<file path="src/rtl/cpu_axi_master_pkg.sv">
// Shared AXI widths, encodings and FSM state codes for the CPU-side AXI master.
package cpu_axi_master_pkg;

    localparam int AXI_ID_W    = 4;
    localparam int AXI_IDS_W   = 8;
    localparam int AXI_ADDR_W  = 32;
    localparam int AXI_DATA_W  = 32;
    localparam int AXI_STRB_W  = 4;
    localparam int AXI_LEN_W   = 4;
    localparam int AXI_SIZE_W  = 3;
    localparam int AXI_BURST_W = 2;
    localparam int AXI_RESP_W  = 2;

    localparam logic [AXI_RESP_W-1:0]  AXI_RESP_OKAY  = 2'b00;
    localparam logic [AXI_BURST_W-1:0] AXI_BURST_INCR = 2'b01;
    localparam logic [AXI_SIZE_W-1:0]  AXI_SIZE_WORD  = 3'b010;
    localparam logic [AXI_LEN_W-1:0]   AXI_LEN_SINGLE = 4'd0;

    // Master FSM state set, kept as plain constants for legacy tool flows.
    typedef logic [2:0] state_t;
    localparam state_t ST_IDLE  = 3'd0;
    localparam state_t ST_RADDR = 3'd1;
    localparam state_t ST_RDATA = 3'd2;
    localparam state_t ST_WRITE = 3'd3;
    localparam state_t ST_WRESP = 3'd4;
    localparam state_t ST_DONE  = 3'd5;

endpackage

</file>
<file path="src/rtl/cpu_axi_master_if.sv">
// AXI4 channel bundle between one CPU-side master and the interconnect.
interface cpu_axi_master_if;
    import cpu_axi_master_pkg::*;

    logic [AXI_ID_W-1:0]    ARID_M;
    logic [AXI_ADDR_W-1:0]  ARADDR_M;
    logic [AXI_LEN_W-1:0]   ARLEN_M;
    logic [AXI_SIZE_W-1:0]  ARSIZE_M;
    logic [AXI_BURST_W-1:0] ARBURST_M;
    logic                   ARVALID_M;
    logic                   ARREADY_M;

    logic [AXI_IDS_W-1:0]   RID_M;
    logic [AXI_DATA_W-1:0]  RDATA_M;
    logic [AXI_RESP_W-1:0]  RRESP_M;
    logic                   RLAST_M;
    logic                   RVALID_M;
    logic                   RREADY_M;

    logic [AXI_ID_W-1:0]    AWID_M;
    logic [AXI_ADDR_W-1:0]  AWADDR_M;
    logic [AXI_LEN_W-1:0]   AWLEN_M;
    logic [AXI_SIZE_W-1:0]  AWSIZE_M;
    logic [AXI_BURST_W-1:0] AWBURST_M;
    logic                   AWVALID_M;
    logic                   AWREADY_M;

    logic [AXI_DATA_W-1:0]  WDATA_M;
    logic [AXI_STRB_W-1:0]  WSTRB_M;
    logic                   WLAST_M;
    logic                   WVALID_M;
    logic                   WREADY_M;

    logic [AXI_IDS_W-1:0]   BID_M;
    logic [AXI_RESP_W-1:0]  BRESP_M;
    logic                   BVALID_M;
    logic                   BREADY_M;

    modport master (
        output ARID_M, ARADDR_M, ARLEN_M, ARSIZE_M, ARBURST_M, ARVALID_M,
        input  ARREADY_M,
        input  RID_M, RDATA_M, RRESP_M, RLAST_M, RVALID_M,
        output RREADY_M,
        output AWID_M, AWADDR_M, AWLEN_M, AWSIZE_M, AWBURST_M, AWVALID_M,
        input  AWREADY_M,
        output WDATA_M, WSTRB_M, WLAST_M, WVALID_M,
        input  WREADY_M,
        input  BID_M, BRESP_M, BVALID_M,
        output BREADY_M
    );

    modport slave (
        input  ARID_M, ARADDR_M, ARLEN_M, ARSIZE_M, ARBURST_M, ARVALID_M,
        output ARREADY_M,
        output RID_M, RDATA_M, RRESP_M, RLAST_M, RVALID_M,
        input  RREADY_M,
        input  AWID_M, AWADDR_M, AWLEN_M, AWSIZE_M, AWBURST_M, AWVALID_M,
        output AWREADY_M,
        input  WDATA_M, WSTRB_M, WLAST_M, WVALID_M,
        output WREADY_M,
        output BID_M, BRESP_M, BVALID_M,
        input  BREADY_M
    );

endinterface

</file>
<file path="src/rtl/cpu_axi_master.sv">
// Bridges a stalling CPU memory port onto AXI4 with one single-beat transaction at a time.
// Used once for the instruction port and once for the data port, each with its own MASTER_ID.
module cpu_axi_master
    import cpu_axi_master_pkg::*;
#(
    parameter logic [AXI_ID_W-1:0] MASTER_ID = 4'd0
) (
    input  logic                   ACLK,
    input  logic                   ARESET,
    input  logic                   req_i,
    input  logic                   we_i,
    input  logic [AXI_ADDR_W-1:0]  addr_i,
    input  logic [AXI_DATA_W-1:0]  wdata_i,
    input  logic [AXI_STRB_W-1:0]  wstrb_i,
    output logic [AXI_DATA_W-1:0]  rdata_o,
    output logic                   stall_o,
    output logic                   err_o,
    cpu_axi_master_if.master       axi
);

    state_t                  state_q,   state_d;
    logic [AXI_ADDR_W-1:0]   addr_q,    addr_d;
    logic [AXI_DATA_W-1:0]   wdata_q,   wdata_d;
    logic [AXI_STRB_W-1:0]   wstrb_q,   wstrb_d;
    logic                    we_q,      we_d;
    logic                    aw_done_q, aw_done_d;
    logic                    w_done_q,  w_done_d;
    logic [AXI_RESP_W-1:0]   resp_q,    resp_d;
    logic [AXI_DATA_W-1:0]   rdata_q,   rdata_d;

    logic ar_valid, r_ready, aw_valid, w_valid, b_ready;
    logic ar_hs, r_hs, aw_hs, w_hs, b_hs;

    // Each VALID is a pure function of registered state, so it cannot drop before its READY.
    assign ar_valid = (state_q == ST_RADDR);
    assign r_ready  = (state_q == ST_RDATA);
    assign aw_valid = (state_q == ST_WRITE) && !aw_done_q;
    assign w_valid  = (state_q == ST_WRITE) && !w_done_q;
    assign b_ready  = (state_q == ST_WRESP);

    assign ar_hs = ar_valid && axi.ARREADY_M;
    assign r_hs  = r_ready  && axi.RVALID_M;
    assign aw_hs = aw_valid && axi.AWREADY_M;
    assign w_hs  = w_valid  && axi.WREADY_M;
    assign b_hs  = b_ready  && axi.BVALID_M;

    always_comb begin
        // NOTE: every signal driven here gets a default first, so no path can infer a latch.
        state_d   = state_q;
        addr_d    = addr_q;
        wdata_d   = wdata_q;
        wstrb_d   = wstrb_q;
        we_d      = we_q;
        aw_done_d = aw_done_q;
        w_done_d  = w_done_q;
        resp_d    = resp_q;
        rdata_d   = rdata_q;

        unique case (state_q)
            ST_IDLE: begin
                aw_done_d = 1'b0;
                w_done_d  = 1'b0;
                if (req_i) begin
                    addr_d  = addr_i;
                    wdata_d = wdata_i;
                    wstrb_d = wstrb_i;
                    we_d    = we_i;
                    state_d = we_i ? ST_WRITE : ST_RADDR;
                end
            end
            ST_RADDR: begin
                if (ar_hs) begin
                    state_d = ST_RDATA;
                end
            end
            ST_RDATA: begin
                // Non-final beats are accepted and dropped; only the RLAST beat completes.
                if (r_hs && axi.RLAST_M) begin
                    resp_d  = axi.RRESP_M;
                    if (!we_q) begin
                        rdata_d = axi.RDATA_M;
                    end
                    state_d = ST_DONE;
                end
            end
            ST_WRITE: begin
                aw_done_d = aw_done_q || aw_hs;
                w_done_d  = w_done_q  || w_hs;
                if (aw_done_d && w_done_d) begin
                    state_d = ST_WRESP;
                end
            end
            ST_WRESP: begin
                if (b_hs) begin
                    resp_d  = axi.BRESP_M;
                    state_d = ST_DONE;
                end
            end
            ST_DONE: begin
                state_d = ST_IDLE;
            end
            default: begin
                state_d = ST_IDLE;
            end
        endcase
    end

    always_ff @(posedge ACLK) begin
        // NOTE: state registers use non-blocking assignment so all flops update from pre-edge values.
        if (ARESET) begin
            state_q   <= ST_IDLE;
            addr_q    <= '0;
            wdata_q   <= '0;
            wstrb_q   <= '0;
            we_q      <= 1'b0;
            aw_done_q <= 1'b0;
            w_done_q  <= 1'b0;
            resp_q    <= AXI_RESP_OKAY;
            rdata_q   <= '0;
        end else begin
            state_q   <= state_d;
            addr_q    <= addr_d;
            wdata_q   <= wdata_d;
            wstrb_q   <= wstrb_d;
            we_q      <= we_d;
            aw_done_q <= aw_done_d;
            w_done_q  <= w_done_d;
            resp_q    <= resp_d;
            rdata_q   <= rdata_d;
        end
    end

    assign axi.ARID_M    = MASTER_ID;
    assign axi.ARADDR_M  = addr_q;
    assign axi.ARLEN_M   = AXI_LEN_SINGLE;
    assign axi.ARSIZE_M  = AXI_SIZE_WORD;
    assign axi.ARBURST_M = AXI_BURST_INCR;
    assign axi.ARVALID_M = ar_valid;
    assign axi.RREADY_M  = r_ready;

    assign axi.AWID_M    = MASTER_ID;
    assign axi.AWADDR_M  = addr_q;
    assign axi.AWLEN_M   = AXI_LEN_SINGLE;
    assign axi.AWSIZE_M  = AXI_SIZE_WORD;
    assign axi.AWBURST_M = AXI_BURST_INCR;
    assign axi.AWVALID_M = aw_valid;
    assign axi.WDATA_M   = wdata_q;
    assign axi.WSTRB_M   = wstrb_q;
    assign axi.WLAST_M   = 1'b1;
    assign axi.WVALID_M  = w_valid;
    assign axi.BREADY_M  = b_ready;

    // Response IDs are ignored: every response on this port belongs to this master.
    logic unused_resp_ids;
    assign unused_resp_ids = ^{axi.RID_M, axi.BID_M};

    assign stall_o = (state_q == ST_IDLE) ? req_i : (state_q != ST_DONE);
    assign err_o   = (state_q == ST_DONE) && (resp_q != AXI_RESP_OKAY);
    assign rdata_o = rdata_q;

endmodule

</file>
<file path="src/flat_wrapper.sv">
// flat-port wrapper written by rule: the top's interface ports become plain ports
module cpu_axi_master_flat import cpu_axi_master_pkg::*;
#(
    parameter logic [AXI_ID_W-1:0] MASTER_ID = 4'd0
)
  (ACLK, ARESET, req_i, we_i, addr_i, wdata_i, wstrb_i, rdata_o, stall_o, err_o, axi_ARID_M, axi_ARADDR_M, axi_ARLEN_M, axi_ARSIZE_M, axi_ARBURST_M, axi_ARVALID_M, axi_ARREADY_M, axi_RID_M, axi_RDATA_M, axi_RRESP_M, axi_RLAST_M, axi_RVALID_M, axi_RREADY_M, axi_AWID_M, axi_AWADDR_M, axi_AWLEN_M, axi_AWSIZE_M, axi_AWBURST_M, axi_AWVALID_M, axi_AWREADY_M, axi_WDATA_M, axi_WSTRB_M, axi_WLAST_M, axi_WVALID_M, axi_WREADY_M, axi_BID_M, axi_BRESP_M, axi_BVALID_M, axi_BREADY_M);
  cpu_axi_master_if axi_i ();
  input  logic ACLK;
  input  logic ARESET;
  input  logic req_i;
  input  logic we_i;
  input  logic [AXI_ADDR_W-1:0] addr_i;
  input  logic [AXI_DATA_W-1:0] wdata_i;
  input  logic [AXI_STRB_W-1:0] wstrb_i;
  output logic [AXI_DATA_W-1:0] rdata_o;
  output logic stall_o;
  output logic err_o;
  output wire logic [$bits(axi_i.ARID_M)-1:0] axi_ARID_M;
  output wire logic [$bits(axi_i.ARADDR_M)-1:0] axi_ARADDR_M;
  output wire logic [$bits(axi_i.ARLEN_M)-1:0] axi_ARLEN_M;
  output wire logic [$bits(axi_i.ARSIZE_M)-1:0] axi_ARSIZE_M;
  output wire logic [$bits(axi_i.ARBURST_M)-1:0] axi_ARBURST_M;
  output wire logic [$bits(axi_i.ARVALID_M)-1:0] axi_ARVALID_M;
  input wire logic [$bits(axi_i.ARREADY_M)-1:0] axi_ARREADY_M;
  input wire logic [$bits(axi_i.RID_M)-1:0] axi_RID_M;
  input wire logic [$bits(axi_i.RDATA_M)-1:0] axi_RDATA_M;
  input wire logic [$bits(axi_i.RRESP_M)-1:0] axi_RRESP_M;
  input wire logic [$bits(axi_i.RLAST_M)-1:0] axi_RLAST_M;
  input wire logic [$bits(axi_i.RVALID_M)-1:0] axi_RVALID_M;
  output wire logic [$bits(axi_i.RREADY_M)-1:0] axi_RREADY_M;
  output wire logic [$bits(axi_i.AWID_M)-1:0] axi_AWID_M;
  output wire logic [$bits(axi_i.AWADDR_M)-1:0] axi_AWADDR_M;
  output wire logic [$bits(axi_i.AWLEN_M)-1:0] axi_AWLEN_M;
  output wire logic [$bits(axi_i.AWSIZE_M)-1:0] axi_AWSIZE_M;
  output wire logic [$bits(axi_i.AWBURST_M)-1:0] axi_AWBURST_M;
  output wire logic [$bits(axi_i.AWVALID_M)-1:0] axi_AWVALID_M;
  input wire logic [$bits(axi_i.AWREADY_M)-1:0] axi_AWREADY_M;
  output wire logic [$bits(axi_i.WDATA_M)-1:0] axi_WDATA_M;
  output wire logic [$bits(axi_i.WSTRB_M)-1:0] axi_WSTRB_M;
  output wire logic [$bits(axi_i.WLAST_M)-1:0] axi_WLAST_M;
  output wire logic [$bits(axi_i.WVALID_M)-1:0] axi_WVALID_M;
  input wire logic [$bits(axi_i.WREADY_M)-1:0] axi_WREADY_M;
  input wire logic [$bits(axi_i.BID_M)-1:0] axi_BID_M;
  input wire logic [$bits(axi_i.BRESP_M)-1:0] axi_BRESP_M;
  input wire logic [$bits(axi_i.BVALID_M)-1:0] axi_BVALID_M;
  output wire logic [$bits(axi_i.BREADY_M)-1:0] axi_BREADY_M;
  assign axi_ARID_M = axi_i.ARID_M;
  assign axi_ARADDR_M = axi_i.ARADDR_M;
  assign axi_ARLEN_M = axi_i.ARLEN_M;
  assign axi_ARSIZE_M = axi_i.ARSIZE_M;
  assign axi_ARBURST_M = axi_i.ARBURST_M;
  assign axi_ARVALID_M = axi_i.ARVALID_M;
  assign axi_i.ARREADY_M = axi_ARREADY_M;
  assign axi_i.RID_M = axi_RID_M;
  assign axi_i.RDATA_M = axi_RDATA_M;
  assign axi_i.RRESP_M = axi_RRESP_M;
  assign axi_i.RLAST_M = axi_RLAST_M;
  assign axi_i.RVALID_M = axi_RVALID_M;
  assign axi_RREADY_M = axi_i.RREADY_M;
  assign axi_AWID_M = axi_i.AWID_M;
  assign axi_AWADDR_M = axi_i.AWADDR_M;
  assign axi_AWLEN_M = axi_i.AWLEN_M;
  assign axi_AWSIZE_M = axi_i.AWSIZE_M;
  assign axi_AWBURST_M = axi_i.AWBURST_M;
  assign axi_AWVALID_M = axi_i.AWVALID_M;
  assign axi_i.AWREADY_M = axi_AWREADY_M;
  assign axi_WDATA_M = axi_i.WDATA_M;
  assign axi_WSTRB_M = axi_i.WSTRB_M;
  assign axi_WLAST_M = axi_i.WLAST_M;
  assign axi_WVALID_M = axi_i.WVALID_M;
  assign axi_i.WREADY_M = axi_WREADY_M;
  assign axi_i.BID_M = axi_BID_M;
  assign axi_i.BRESP_M = axi_BRESP_M;
  assign axi_i.BVALID_M = axi_BVALID_M;
  assign axi_BREADY_M = axi_i.BREADY_M;
  cpu_axi_master #(.MASTER_ID(MASTER_ID)) u_core (.ACLK(ACLK), .ARESET(ARESET), .req_i(req_i), .we_i(we_i), .addr_i(addr_i), .wdata_i(wdata_i), .wstrb_i(wstrb_i), .rdata_o(rdata_o), .stall_o(stall_o), .err_o(err_o), .axi(axi_i));
endmodule
</file>
<file path="config.mk">
export PLATFORM = sky130hd
export DESIGN_NAME = cpu_axi_master_flat
export DESIGN_NICKNAME = d
export VERILOG_FILES = /design/src/rtl/cpu_axi_master_pkg.sv /design/src/rtl/cpu_axi_master_if.sv /design/src/rtl/cpu_axi_master.sv /design/src/flat_wrapper.sv
export SDC_FILE = /design/constraint.sdc
export NUM_CORES = 1
export LEC_CHECK = 0
export ABC_AREA = 1
export CORE_AREA = 3 3 138 140
export CTS_BUF_LIST = sky130_fd_sc_hd__clkbuf_4
export DETAILED_ROUTE_END_ITERATION = 8
export DIE_AREA = 0 0 141 143
export GPL_TIMING_DRIVEN = 0
export HOLD_SLACK_MARGIN = 0.03
export PLACE_DENSITY = 0.63
export SYNTH_ARGS = -nofsm -noshare
export SYNTH_HDL_FRONTEND = slang
export SYNTH_SLANG_ARGS = --single-unit
</file>
<file path="constraint.sdc">
create_clock -name ACLK -period 1.4 [get_ports ACLK]
set_clock_uncertainty 0.05 [all_clocks]
set_input_delay 0.28 -clock ACLK [delete_from_list [all_inputs] [get_ports ACLK]]
set_output_delay 0.28 -clock ACLK [all_outputs]
set_load 0.005 [all_outputs]
</file>
==> results by group, run 1 <==
Outcome
  • Outcome: finished with violations
  • Failing checks: setup timing

Finish
  • Share of layout cells above drive strength 1: around two thirds
  • Fillers: between 1500 and 2000
  • Antenna diode count: 0
  • Multi-input logic area: approximately 2700 um^2
  • Register area: 2310 um^2
  • Area grow syn2layout: 118%
  • Fin nets: around 1100

Worst setup path
  • Kind of critical path: register to primary output
  • Crit Reg-Reg Endpoint: u_core.rdata_o[26]$_SDFFE_PP0P_
  • Setup crit end kind: primary output
  • Worst reg2reg startpoint: u_core.state_q[0]$_SDFFE_PP0P_
  • Startpoint Class: register
  • R2r worst-path depth: 10
  • Data arrival, critical path: about 1.5 ns
  • Critical path required time: between 1 and 1.5 ns
  • Critical path cell sequence: nor2_4 > buf_6 > nand3b_1 > and2_1 > buf_2
  • CP peak stage delay: around 0.44 ns
  • Crit path max-delay cell type: dfxtp_4
  • Max FO, Critical Path: 6
  • R2r setup slk: -0.38 ns

STA
  • Rel. slew slack: a little under half
  • TNS Setup: -28.95 ns
  • Worst Slack Setup Final: -0.462 ns
  • Final Hold Violating Endpoints: 0
  • Fin crit share: 133%
  • Final setup vio count: roughly 140
  • F_max: approximately 540 MHz
  • RSZ-0062 raised after global routing: yes
  • Worst-Margin Slew: approximately 0.8 ns
  • Final Slew Violations: 0
  • Minimum clock period: about 1.9 ns

Floorplanning
  • Width of the die: ~140 um
  • CORE AREA: between 15000 and 20000 um^2
  • Die Ht: 143 um
  • IO Count: just under 300
  • Initial Utilization: 24.9%
  • Die area: about 20000 um^2
  • FP Rows: approximately 50

Yosys
  • Post-Synthesis Cells: between 500 and 600
  • Synth warn: 0
  • Syn_area_per_cell: between 7 and 8 um^2
  • Post-synthesis sequential area ratio: around half
  • Post-synthesis cell area: ~4500 um^2
  • Distinct cells, synth: 20
  • Synthesis-stage register bit count: around 110

Drt
  • Number of DRC violations after detailed-routing iteration 0: 145
  • Vias: about 5400
  • Drt total wl: approximately 19 mm
  • # DRC: 0
  • Final ANT Viol Nets: 0
  • Drt first pass iters: 4
  • Vias/cell: approximately 4.5
  • Wirelength per Cell: 15.9 um

Place
  • PortBufs: 250
  • Detailed placement HPWL: between 10 and 15 mm
  • Placer Congestion: about 0.77

Power and ir drop
  • Lkg Pwr: about 4.3 nW
  • Tot Pwr: around 16 mW
  • Power Density: about 1700 nW/um^2
  • Peak supply drop: between 0.001 and 0.0015 V

Global route
  • Total GRT Usage: 18.1%
  • Largest net degree at the start of global routing: 20
  • Gr ovfl total: 0
  • First-pass GRT wire length: between 20 and 30 mm
  • Initial antenna violation count: 0
  • Vias in the first global route: around 5500

Run
  • MaxCap Viol Count: 0

Worst hold path
  • Worst hold start: wdata_i[2]
  • Worst hold path depth: 3
  • Worst Hold Path EP: u_core.axi.WDATA_M[2]$_SDFFE_PP0P_
  • Worst min-delay path category: input port to register

CTS
  • Htree depth: 3
  • CTS Buf Count: 9
  • CTS tree: built
  • Num Clock Sinks: about 110
  • Clk buf depth: 2
  • Clk Latency, worst-skew pair: a little under 0.5 ns
  • Root Driver: clkbuf_4
  • Clock-pin slew on the worst setup and hold paths: 0.22 ns
  • # hold bufs at CTS: 0
[synthesized netlist by cell type]
cell type	n	area share [%]
conb_1	2	0.17
nand3_1	77	8.6
buf_2	15	1.7
dfxtp_1	108	48
nand3b_1	1	0.17
o21ai_0	34	3.8
nor3b_1	3	0.50
nand2_2	1	0.14
nor3_4	1	0.36
and2_1	1	0.14
nor2_2	1	0.14
nand4_1	2	0.28
a21oi_1	75	8.4
clkbuf_1	27	2.3
nand2_1	89	7.5
nor3_2	1	0.22
inv_1	15	1.3
nor3_1	1	0.11
buf_4	59	9.9
nor2_1	72	6.0
[report_power, final]
group	internal (mW)	switching, mW	leakage, nW
sequential	3.74	0.493	0.928
clock	0.753	1.19	0.0926
combinational	5.59	4.34	3.32
[state kept, by name (all words and copies together) (netlist names)]
| register | flops |
|---|---|
| u_core.axi.ARADDR_M | 32 |
| u_core.axi.WDATA_M | 32 |
| u_core.rdata_o | 32 |
| u_core.axi.WSTRB_M | 4 |
| u_core.state_q | 3 |
| u_core.resp_q | 2 |
| u_core.aw_done_q | 1 |
| u_core.w_done_q | 1 |
| u_core.we_q | 1 |
[what timing repair did]
action / CTS / global route
gates resized for setup: 958 / 191
gates cloned: 15 / 1
pin swaps: 59 / 51
setup buffers: 118 / 38
endpoints found under the setup margin: 247 / 167
[routing by layer]
layer | vias to the layer above | track usage (%) | wire [um]
li1 | 2624 | - | -
met1 | 2526 | 20.8 | 7480
met2 | 226 | 31.9 | 9720
met3 | 36 | 5.96 | 1590
met4 | 0 | 6.22 | 492
met5 | - | 0 | 0
[placed cells by master (no fill, tap or decap), types with 26 or more instances in the layout]
cell	netlist	layout
nand2_1	89	32
buf_2	15	87
nand2_4	0	31
buf_6	0	106
clkdlybuf4s50_1	0	111
nor2_1	72	59
dfxtp_2	0	95
nand2_2	1	26
a21oi_2	0	63
nand3_2	0	55
buf_4	59	102
conb_1	2	27
[how the worst max path moves through the flow]
stage                              startpoint                                  to  slack (ns)  depth (start not counted)
2_1_floorplan  u_core.state_q[2]$_SDFFE_PP0P_      u_core.rdata_o[0]$_SDFFE_PP0P_      -0.003                          7
3_3_place_gp   u_core.state_q[0]$_SDFFE_PP0P_  u_core.axi.WSTRB_M[2]$_SDFFE_PP0P_       -0.58                          6
3_5_place_dp   u_core.state_q[0]$_SDFFE_PP0P_  u_core.axi.WDATA_M[5]$_SDFFE_PP0P_       -0.57                          6
4_1_cts        u_core.state_q[2]$_SDFFE_PP0P_                        axi_WVALID_M       -0.54                          5
5_1_grt        u_core.state_q[0]$_SDFFE_PP0P_                             stall_o       -0.57                          5
6_report       u_core.state_q[0]$_SDFFE_PP0P_                             stall_o       -0.46                          5
[stage by stage]
stage                     hold slack [ns]  cell area (um^2)  std cells  setup WS [ns]  utilization, %
final                               0.255              9750       1215         -0.462            54.3
after global routing                0.217              9750       1215         -0.570            54.3
after CTS                           0.209              9320       1221         -0.537            51.9
after detailed placement            0.394              7390       1089         -0.572            41.2
after global placement              0.396              7390       1089         -0.576            41.2
after floorplan                     0.365              4600        610       -0.00327               -
[cell type report]
cell class	instances	area share, %
inverter	15	0.706
clock inverter	7	1.09
clock buffer	9	0.693
multi-input combinational	387	27.9
tap	229	2.94
timing repair buffer	387	36.2
sequential	108	23.7
buffer	73	6.76
[critical path: cells and delay by family, from the launching register on]
family | cells | cell delay, ns
buffers and inverters | 2 | 0.23
DFF | 1 | 0.44
and+or+nand+nor | 3 | 0.37
[kinds of logic after synthesis]
family / after synthesis / synth area share (%)
AOI/OAI and AO/OA: 109 / 12.2
buffers and inverters: 116 / 15.1
DFF: 108 / 48.3
other: 2 / 0.168
and+or+nand+nor: 250 / 24.2
(Power assumes the default switching activity.)
==> inputs of run 2 (changes only) <==
--- a/config.mk
+++ b/config.mk
@@ -5,14 +5,14 @@
 export SDC_FILE = /design/constraint.sdc
 export NUM_CORES = 1
 export LEC_CHECK = 0
-export ABC_AREA = 1
-export CORE_AREA = 3 3 138 140
+export ABC_AREA = 0
+export CORE_AREA = 3 3 137 139
 export CTS_BUF_LIST = sky130_fd_sc_hd__clkbuf_4
 export DETAILED_ROUTE_END_ITERATION = 8
-export DIE_AREA = 0 0 141 143
+export DIE_AREA = 0 0 140 142
 export GPL_TIMING_DRIVEN = 0
 export HOLD_SLACK_MARGIN = 0.03
-export PLACE_DENSITY = 0.63
+export PLACE_DENSITY = 0.61
 export SYNTH_ARGS = -nofsm -noshare
 export SYNTH_HDL_FRONTEND = slang
 export SYNTH_SLANG_ARGS = --single-unit
==> constraint.sdc (replaced) <==
create_clock -name ACLK -period 2.2 [get_ports ACLK]
set_clock_uncertainty 0.05 [all_clocks]
set_input_delay 0.44 -clock ACLK [delete_from_list [all_inputs] [get_ports ACLK]]
set_output_delay 0.44 -clock ACLK [all_outputs]
set_load 0.005 [all_outputs]
==> results by group, run 2 <==
Worst setup path
  • Startpoint Class: register (unchanged)
  • Crit path max-delay cell type: dfxtp_2 (was dfxtp_4)
  • Critical path required time: 1.71 ns (was 1.07 ns)
  • Kind of critical path: register to primary output (unchanged)
  • CP peak stage delay: 0.36 ns (was 0.44 ns)
  • R2r worst-path depth: 6 (was 10)
  • Setup crit end kind: primary output (unchanged)
  • Data arrival, critical path: 1.62 ns (was 1.53 ns)
  • Max FO, Critical Path: 10 (was 6)
  • Critical path cell sequence: clkbuf_8 > or3_1 > a21o_1 > clkbuf_2 (was nor2_4 > buf_6 > nand3b_1 > and2_1 > buf_2)

STA
  • Rel. slew slack: 56.1% (was 46.3%)
  • Worst-Margin Slew: 0.659 ns (was 0.806 ns)
  • RSZ-0062 raised after global routing: yes (unchanged)
  • Minimum clock period: around 2.1 ns
  • Final Slew Violations: 0 (unchanged)
  • TNS Setup: 0 ns (was -28.95 ns)
  • Fin crit share: approximately 96%
  • Final Hold Violating Endpoints: 0 (unchanged)
  • Final setup vio count: 0 (was 139)
  • F_max: between 400 and 500 MHz

Drt
  • Vias: 4462 (was 5412)
  • Vias/cell: 4.09 (was 4.45)
  • Number of DRC violations after detailed-routing iteration 0: 152 (was 145)
  • Final ANT Viol Nets: 0 (unchanged)
  • # DRC: 0 (unchanged)
  • Wirelength per Cell: 13.8 um (was 15.9 um)
  • Drt total wl: 15.0 mm (was 19.3 mm)
  • Drt first pass iters: 5 (was 4)

CTS
  • CTS Buf Count: 9 (unchanged)
  • Htree depth: 3 (unchanged)
  • CTS tree: built (unchanged)
  • Root Driver: clkbuf_4 (unchanged)
  • # hold bufs at CTS: 0 (unchanged)
  • Clk buf depth: 2 (unchanged)
  • Clk Latency, worst-skew pair: 0.46 ns (was 0.49 ns)
  • Num Clock Sinks: 108 (unchanged)
  • Clock-pin slew on the worst setup and hold paths: 0.15 ns (was 0.22 ns)

Global route
  • Gr ovfl total: 0 (unchanged)
  • First-pass GRT wire length: 22.9 mm (was 29.3 mm)
  • Total GRT Usage: 14.5% (was 18.1%)
  • Initial antenna violation count: 2 (was 0)
  • Largest net degree at the start of global routing: 18 (was 20)
  • Vias in the first global route: 4138 (was 5537)

Power and ir drop
  • Power Density: 569 nW/um^2 (was 1650 nW/um^2)
  • Tot Pwr: 4.25 mW (was 16.1 mW)
  • Lkg Pwr: 2.88 nW (was 4.34 nW)
  • Peak supply drop: 0.000327 V (was 0.00101 V)

Yosys
  • Post-synth top area cell: dfxtp_1 (unchanged)
  • Post-synth top area share: 49.1% (was 48.3%)
  • Synth warn: 0 (unchanged)
  • Top FF cell, synth: dfxtp_1 (unchanged)
  • Post-synthesis cell area: 4400 um^2 (was 4470 um^2)
  • Synthesis-stage register bit count: 108 (unchanged)
  • Dominant cells by area after synthesis: dfxtp_1 49%, nand2_1 18%, a21oi_1 12%, buf_4 10%, buf_2 1.7% (was dfxtp_1 48%, buf_4 9.9%, nand3_1 8.6%, a21oi_1 8.4%, nand2_1 7.5%)
  • Syn_area_per_cell: 7.79 um^2 (was 7.65 um^2)
  • Post-Synthesis Cells: 565 (was 585)
  • Async set-or-reset flop fraction in the synthesized netlist: 0% (unchanged)
  • Distinct cells, synth: 26 (was 20)
  • Commonest cells in the synthesized netlist: 206 x nand2_1, 108 x dfxtp_1, 106 x a21oi_1 (was 108 x dfxtp_1, 89 x nand2_1, 77 x nand3_1)
  • Most frequent cell after synthesis: nand2_1 (was dfxtp_1)
  • Post-synthesis sequential area ratio: 49.1% (was 48.3%)
  • Post-synth EDFFs: 0 (unchanged)

Worst hold path
  • Worst hold path depth: 2 (was 3)
  • Worst min-delay path category: register to register (was input port to register)

Floorplanning
  • IO Count: 296 (unchanged)
  • Initial Utilization: 24.7% (was 24.9%)
  • Die Ht: 142 um (was 143 um)
  • Die area: 19900 um^2 (was 20200 um^2)
  • Width of the die: 140 um (was 141 um)
  • FP Rows: 49 (unchanged)
  • CORE AREA: 17800 um^2 (was 18000 um^2)

Finish
  • Finished Cell Area: 7470 um^2 (was 9750 um^2)
  • Share of layout cells above drive strength 1: 12.3% (was 66.6%)
  • Commonest cells after routing, fill and taps aside: 244 x clkdlybuf4s50_1, 206 x nand2_1, 106 x a21oi_1, 105 x dfxtp_1, 65 x buf_4 (was 111 x clkdlybuf4s50_1, 106 x buf_6, 102 x buf_4, 95 x dfxtp_2, 87 x buf_2)
  • Area grow syn2layout: 69.9% (was 118%)
  • Fin nets: 986 (was 1111)
  • Most common cell after layout, fill and taps aside: clkdlybuf4s50_1 (unchanged)

Place
  • Placement Cell Area: 7290 um^2 (was 7390 um^2)
  • Placer Congestion: 0.786 (was 0.772)
  • Detailed placement HPWL: 11.5 mm (was 11.9 mm)
  • PortBufs: 251 (was 250)

Run
  • MaxCap Viol Count: 0 (unchanged)

Outcome
  • Outcome: completed (was finished with violations)
[run 2: cell count changes in the layout (fill, tap and decap cells not counted), moves of 37 or more]
cell	previous run	this run
clkdlybuf4s50_1	111	244
a21oi_1	12	106
dfxtp_2	95	2
buf_2	87	13
dfxtp_1	5	105
nor2_1	59	14
a21oi_2	63	0
buf_6	106	2
nand3_2	55	0
buf_4	102	65
nand2_1	32	206
[run 2: through the flow]
stage | hold WS, ns | util [%] | setup WS, ns | cells
after global placement | 0.391 | 41.0 | -0.196 | 1070
after detailed placement | 0.395 | 41.0 | -0.219 | 1070
final | 0.413 | 42.0 | 0.0893 | 1091
after CTS | 0.383 | 42.1 | -0.0644 | 1090
after floorplan | 0.390 | - | 0.617 | 590
after global routing | 0.394 | 42.0 | -0.00561 | 1091
[run 2: kinds of logic (layout without fill, tap and decap cells)]
| logic type | count (synthesis) | count (layout) | synth area share, % |
|---|---|---|---|
| and+or+nand+nor | 238 | 238 | 22.1 |
| AOI/OAI and AO/OA | 118 | 118 | 14.1 |
| DFF | 108 | 108 | 49.1 |
| buffers and inverters | 96 | 367 | 13.8 |
| muxes | 3 | 3 | 0.683 |
| other | 2 | 28 | 0.171 |
[run 2: layer usage]
| metal | track usage [%] | part of all wire, % |
|---|---|---|
| met5 | 0 | 0.093 |
| met4 | 6.53 | 3.2 |
| met3 | 3.16 | 5.9 |
| met2 | 24.7 | 49 |
| met1 | 17.7 | 42 |
[run 2: worst max-delay path: cells and delay by family, from the launching register on]
family	cells	cell delay, ns
buf+inv	2	0.25
flops	1	0.36
compound gates	1	0.18
simple gates	1	0.36
[run 2: worst paths after layout]
path                                                            end                                 from  slack (ns)
worst max register to register  u_core.axi.WDATA_M[12]$_SDFFE_PP0P_       u_core.state_q[0]$_SDFFE_PP0P_        0.33
worst min register to register  u_core.axi.WDATA_M[22]$_SDFFE_PP0P_  u_core.axi.WDATA_M[22]$_SDFFE_PP0P_        0.41
worst max-delay path                                        stall_o       u_core.state_q[2]$_SDFFE_PP0P_        0.09
worst min-delay path            u_core.axi.WDATA_M[22]$_SDFFE_PP0P_  u_core.axi.WDATA_M[22]$_SDFFE_PP0P_        0.41
[run 2: report_power, final]
| group | total, mW | switching, mW | leakage [nW] | internal (mW) |
|---|---|---|---|---|
| logic | 1.19 | 0.480 | 1.94 | 0.712 |
| clock network | 0.896 | 0.669 | 0.0595 | 0.227 |
| registers | 2.17 | 0.0789 | 0.882 | 2.09 |
[run 2: what timing repair did]
action,in CTS,in global routing
cloned,0,0
pin swaps,1,0
endpoints found under the setup margin,7,2
resized for setup,25,4
setup buffers,4,0
[run 2: layout make-up]
cell class | instances | area, um^2
Sequential cell | 108 | 2170
Clock buffer | 9 | 67.6
Fill cell | 1868 | 10300
Antenna cell | 1 | 2.50
Tap cell | 229 | 287
Clock inverter | 7 | 42.5
Buffer | 96 | 642
Multi-Input combinational cell | 386 | 1740
Timing Repair Buffer | 255 | 2530
==> inputs of run 3 (changes only) <==
--- a/config.mk
+++ b/config.mk
@@ -11,8 +11,8 @@
 export DETAILED_ROUTE_END_ITERATION = 8
 export DIE_AREA = 0 0 140 142
 export GPL_TIMING_DRIVEN = 0
-export HOLD_SLACK_MARGIN = 0.03
 export PLACE_DENSITY = 0.61
+export SKIP_LAST_GASP = 1
 export SYNTH_ARGS = -nofsm -noshare
 export SYNTH_HDL_FRONTEND = slang
 export SYNTH_SLANG_ARGS = --single-unit
==> results by group, run 3 (synthesized netlist as in run 2, its figures left out) <==
Outcome
  • Outcome: completed (unchanged)

Global route
  • Gr ovfl total: 0 (unchanged)
  • Met2 Usage GRT: 24.6% (was 24.7%)
  • Initial antenna violation count: 2 (unchanged)
  • Total GRT Usage: 14.5% (about the same)
  • Met3 Track Usage GR: 3.16% (unchanged)
  • Busiest layer in global routing: met2 (unchanged)
  • First-pass GRT wire length: 22.9 mm (about the same)
  • Largest net degree at the start of global routing: 18 (unchanged)
  • Vias in the first global route: 4146 (was 4138)
  • Met1 Resource Use GR: 17.7% (about the same)

Worst setup path
  • Critical path required time: 1.71 ns (about the same)
  • Kind of cell adding the most delay to the critical path: flip-flops (unchanged)
  • Kind of critical path: register to primary output (unchanged)
  • Data arrival, critical path: 1.61 ns (was 1.62 ns)
  • CP Buf/Inv Count: 2 (unchanged)
  • R2r worst-path depth: 6 (unchanged)
  • Startpoint Class: register (unchanged)
  • Crit Reg-Reg Endpoint: u_core.axi.WDATA_M[12]$_SDFFE_PP0P_ (unchanged)
  • Critical path cell sequence: clkbuf_8 > or3_1 > a21o_1 > clkbuf_2 (unchanged)
  • R2r setup slk: 0.34 ns (was 0.33 ns)
  • Max FO, Critical Path: 10 (unchanged)
  • CP peak stage delay: 0.38 ns (was 0.36 ns)
  • Setup crit end kind: primary output (unchanged)
  • Crit path max-delay cell type: dfxtp_4 (was dfxtp_2)
  • Worst reg2reg startpoint: u_core.state_q[0]$_SDFFE_PP0P_ (unchanged)

Drt
  • Drt total wl: 15.0 mm (about the same)
  • Wirelength per Cell: 13.7 um (was 13.8 um)
  • Vias/cell: 4.09 (about the same)
  • Drt first pass iters: 5 (unchanged)
  • Number of DRC violations after detailed-routing iteration 0: 146 (was 152)
  • Vias: 4457 (was 4462)
  • # DRC: 0 (unchanged)
  • Final ANT Viol Nets: 0 (unchanged)

STA
  • RSZ-0062 raised after global routing: yes (unchanged)
  • TNS Setup: 0 ns (unchanged)
  • Final Slew Violations: 0 (unchanged)
  • Minimum clock period: 2.10 ns (was 2.11 ns)
  • Final setup vio count: 0 (unchanged)
  • Worst-Margin Slew: 0.640 ns (was 0.659 ns)
  • Fin crit share: 95.5% (was 95.9%)
  • Rel. slew slack: 57.3% (was 56.1%)
  • Final Hold Violating Endpoints: 0 (unchanged)
  • F_max: 476 MHz (was 474 MHz)

Finish
  • Share of layout cells above drive strength 1: 12.3% (unchanged)
  • Area grow syn2layout: 69.9% (unchanged)
  • Most common cell after layout, fill and taps aside: clkdlybuf4s50_1 (unchanged)
  • Commonest cells after routing, fill and taps aside: 244 x clkdlybuf4s50_1, 206 x nand2_1, 106 x a21oi_1, 105 x dfxtp_1, 65 x buf_4 (unchanged)
  • Finished Cell Area: 7470 um^2 (unchanged)
  • Post-Layout Cell Count: 1091 (unchanged)
  • Fin nets: 986 (unchanged)

Place
  • Detailed placement HPWL: 11.5 mm (unchanged)
  • Placer Congestion: 0.786 (unchanged)
  • Placement Cell Area: 7290 um^2 (unchanged)
  • Placed cells: 1070 (unchanged)
  • PortBufs: 251 (unchanged)

Floorplanning
  • FP Rows: 49 (unchanged)
  • Width of the die: 140 um (unchanged)
  • Die Ht: 142 um (unchanged)
  • IO Count: 296 (unchanged)
  • Die area: 19900 um^2 (unchanged)
  • Initial Utilization: 24.7% (unchanged)
  • CORE AREA: 17800 um^2 (unchanged)

CTS
  • Root Driver: clkbuf_4 (unchanged)
  • CTS tree: built (unchanged)
  • Clk buf depth: 2 (unchanged)
  • Num Clock Sinks: 108 (unchanged)
  • Htree depth: 3 (unchanged)
  • CTS Buf Count: 9 (unchanged)
  • Clock-pin slew on the worst setup and hold paths: 0.15 ns (about the same)
  • Clk Latency, worst-skew pair: 0.46 ns (about the same)
  • # hold bufs at CTS: 0 (unchanged)

Worst hold path
  • Worst Hold Path EP: u_core.axi.WDATA_M[22]$_SDFFE_PP0P_ (unchanged)
  • Worst hold path depth: 2 (unchanged)
  • Worst hold start: u_core.axi.WDATA_M[22]$_SDFFE_PP0P_ (unchanged)
  • Worst min-delay path category: register to register (unchanged)

Power and ir drop
  • Peak supply drop: 0.000325 V (was 0.000327 V)
  • Lkg Pwr: 2.89 nW (was 2.88 nW)
  • Power Density: 569 nW/um^2 (about the same)

Run
  • MaxCap Viol Count: 0 (unchanged)
==> run 3: cell count changes in the layout (fill, tap and decap cells not counted), sizes merged <==
cell          before  now
dlygate4sd2        5    4
dlymetal6s2s       0    1
==> run 3: stage by stage <==
stage	setup slack, ns	utilization [%]	power, mW	hold slack, ns
5_1_grt	-0.00700	42.0	4.50	0.394
2_1_floorplan	0.617	-	2.70	0.390
6_report	0.0990	42.0	4.25	0.413
3_5_place_dp	-0.219	41.0	3.40	0.395
4_1_cts	-0.160	42.0	4.33	0.383
3_3_place_gp	-0.196	41.0	3.39	0.391
==> run 3: how the worst max path moves through the flow <==
stage,slack [ns],to,cells after the start,startpoint
global route,-0.007,stall_o,4,u_core.state_q[0]$_SDFFE_PP0P_
floorplan,0.62,stall_o,3,u_core.state_q[0]$_SDFFE_PP0P_
CTS,-0.16,axi_RREADY_M,4,u_core.state_q[0]$_SDFFE_PP0P_
global placement,-0.20,stall_o,4,req_i
detailed placement,-0.22,u_core.axi.WDATA_M[12]$_SDFFE_PP0P_,6,req_i
finish,0.1,stall_o,4,u_core.state_q[0]$_SDFFE_PP0P_
==> run 3: final cells by class <==
cell class,count,area (um^2)
Clock buffer,9,67.6
Clock inverter,7,42.5
Antenna cell,1,2.50
Fill cell,1869,10300
Buffer,96,638
Sequential cell,108,2170
Multi-Input combinational cell,386,1740
Timing Repair Buffer,255,2530
Tap cell,229,287
==> run 3: power breakdown <==
group	switching, mW	internal [mW]	total [mW]
logic	0.479	0.711	1.19
registers	0.0781	2.09	2.17
clock network	0.664	0.227	0.892
total	1.22	3.03	4.25
==> run 3: routing by layer <==
layer | vias up | routed length [um] | share of wire, %
li1 | 2312 | - | -
met4 | 2 | 477 | 3.2
met3 | 29 | 893 | 6.0
met1 | 1949 | 6260 | 42
met2 | 165 | 7350 | 49
met5 | - | 14 | 0.093
==> run 3: repair_timing <==
item | CTS | global route
gates resized for setup | 19 | 10
cloned | 0 | 0
endpoints found under the setup margin | 7 | 3
setup buffers | 4 | 0
endpoints found under the hold margin | 0 | 0
pin swaps | 1 | 0
==> run 3: worst min-delay path: stages, from the launching register on <==
cell	delay, ns
dfxtp_1	0.34
nand2_1	0.05
a21oi_1	0.05
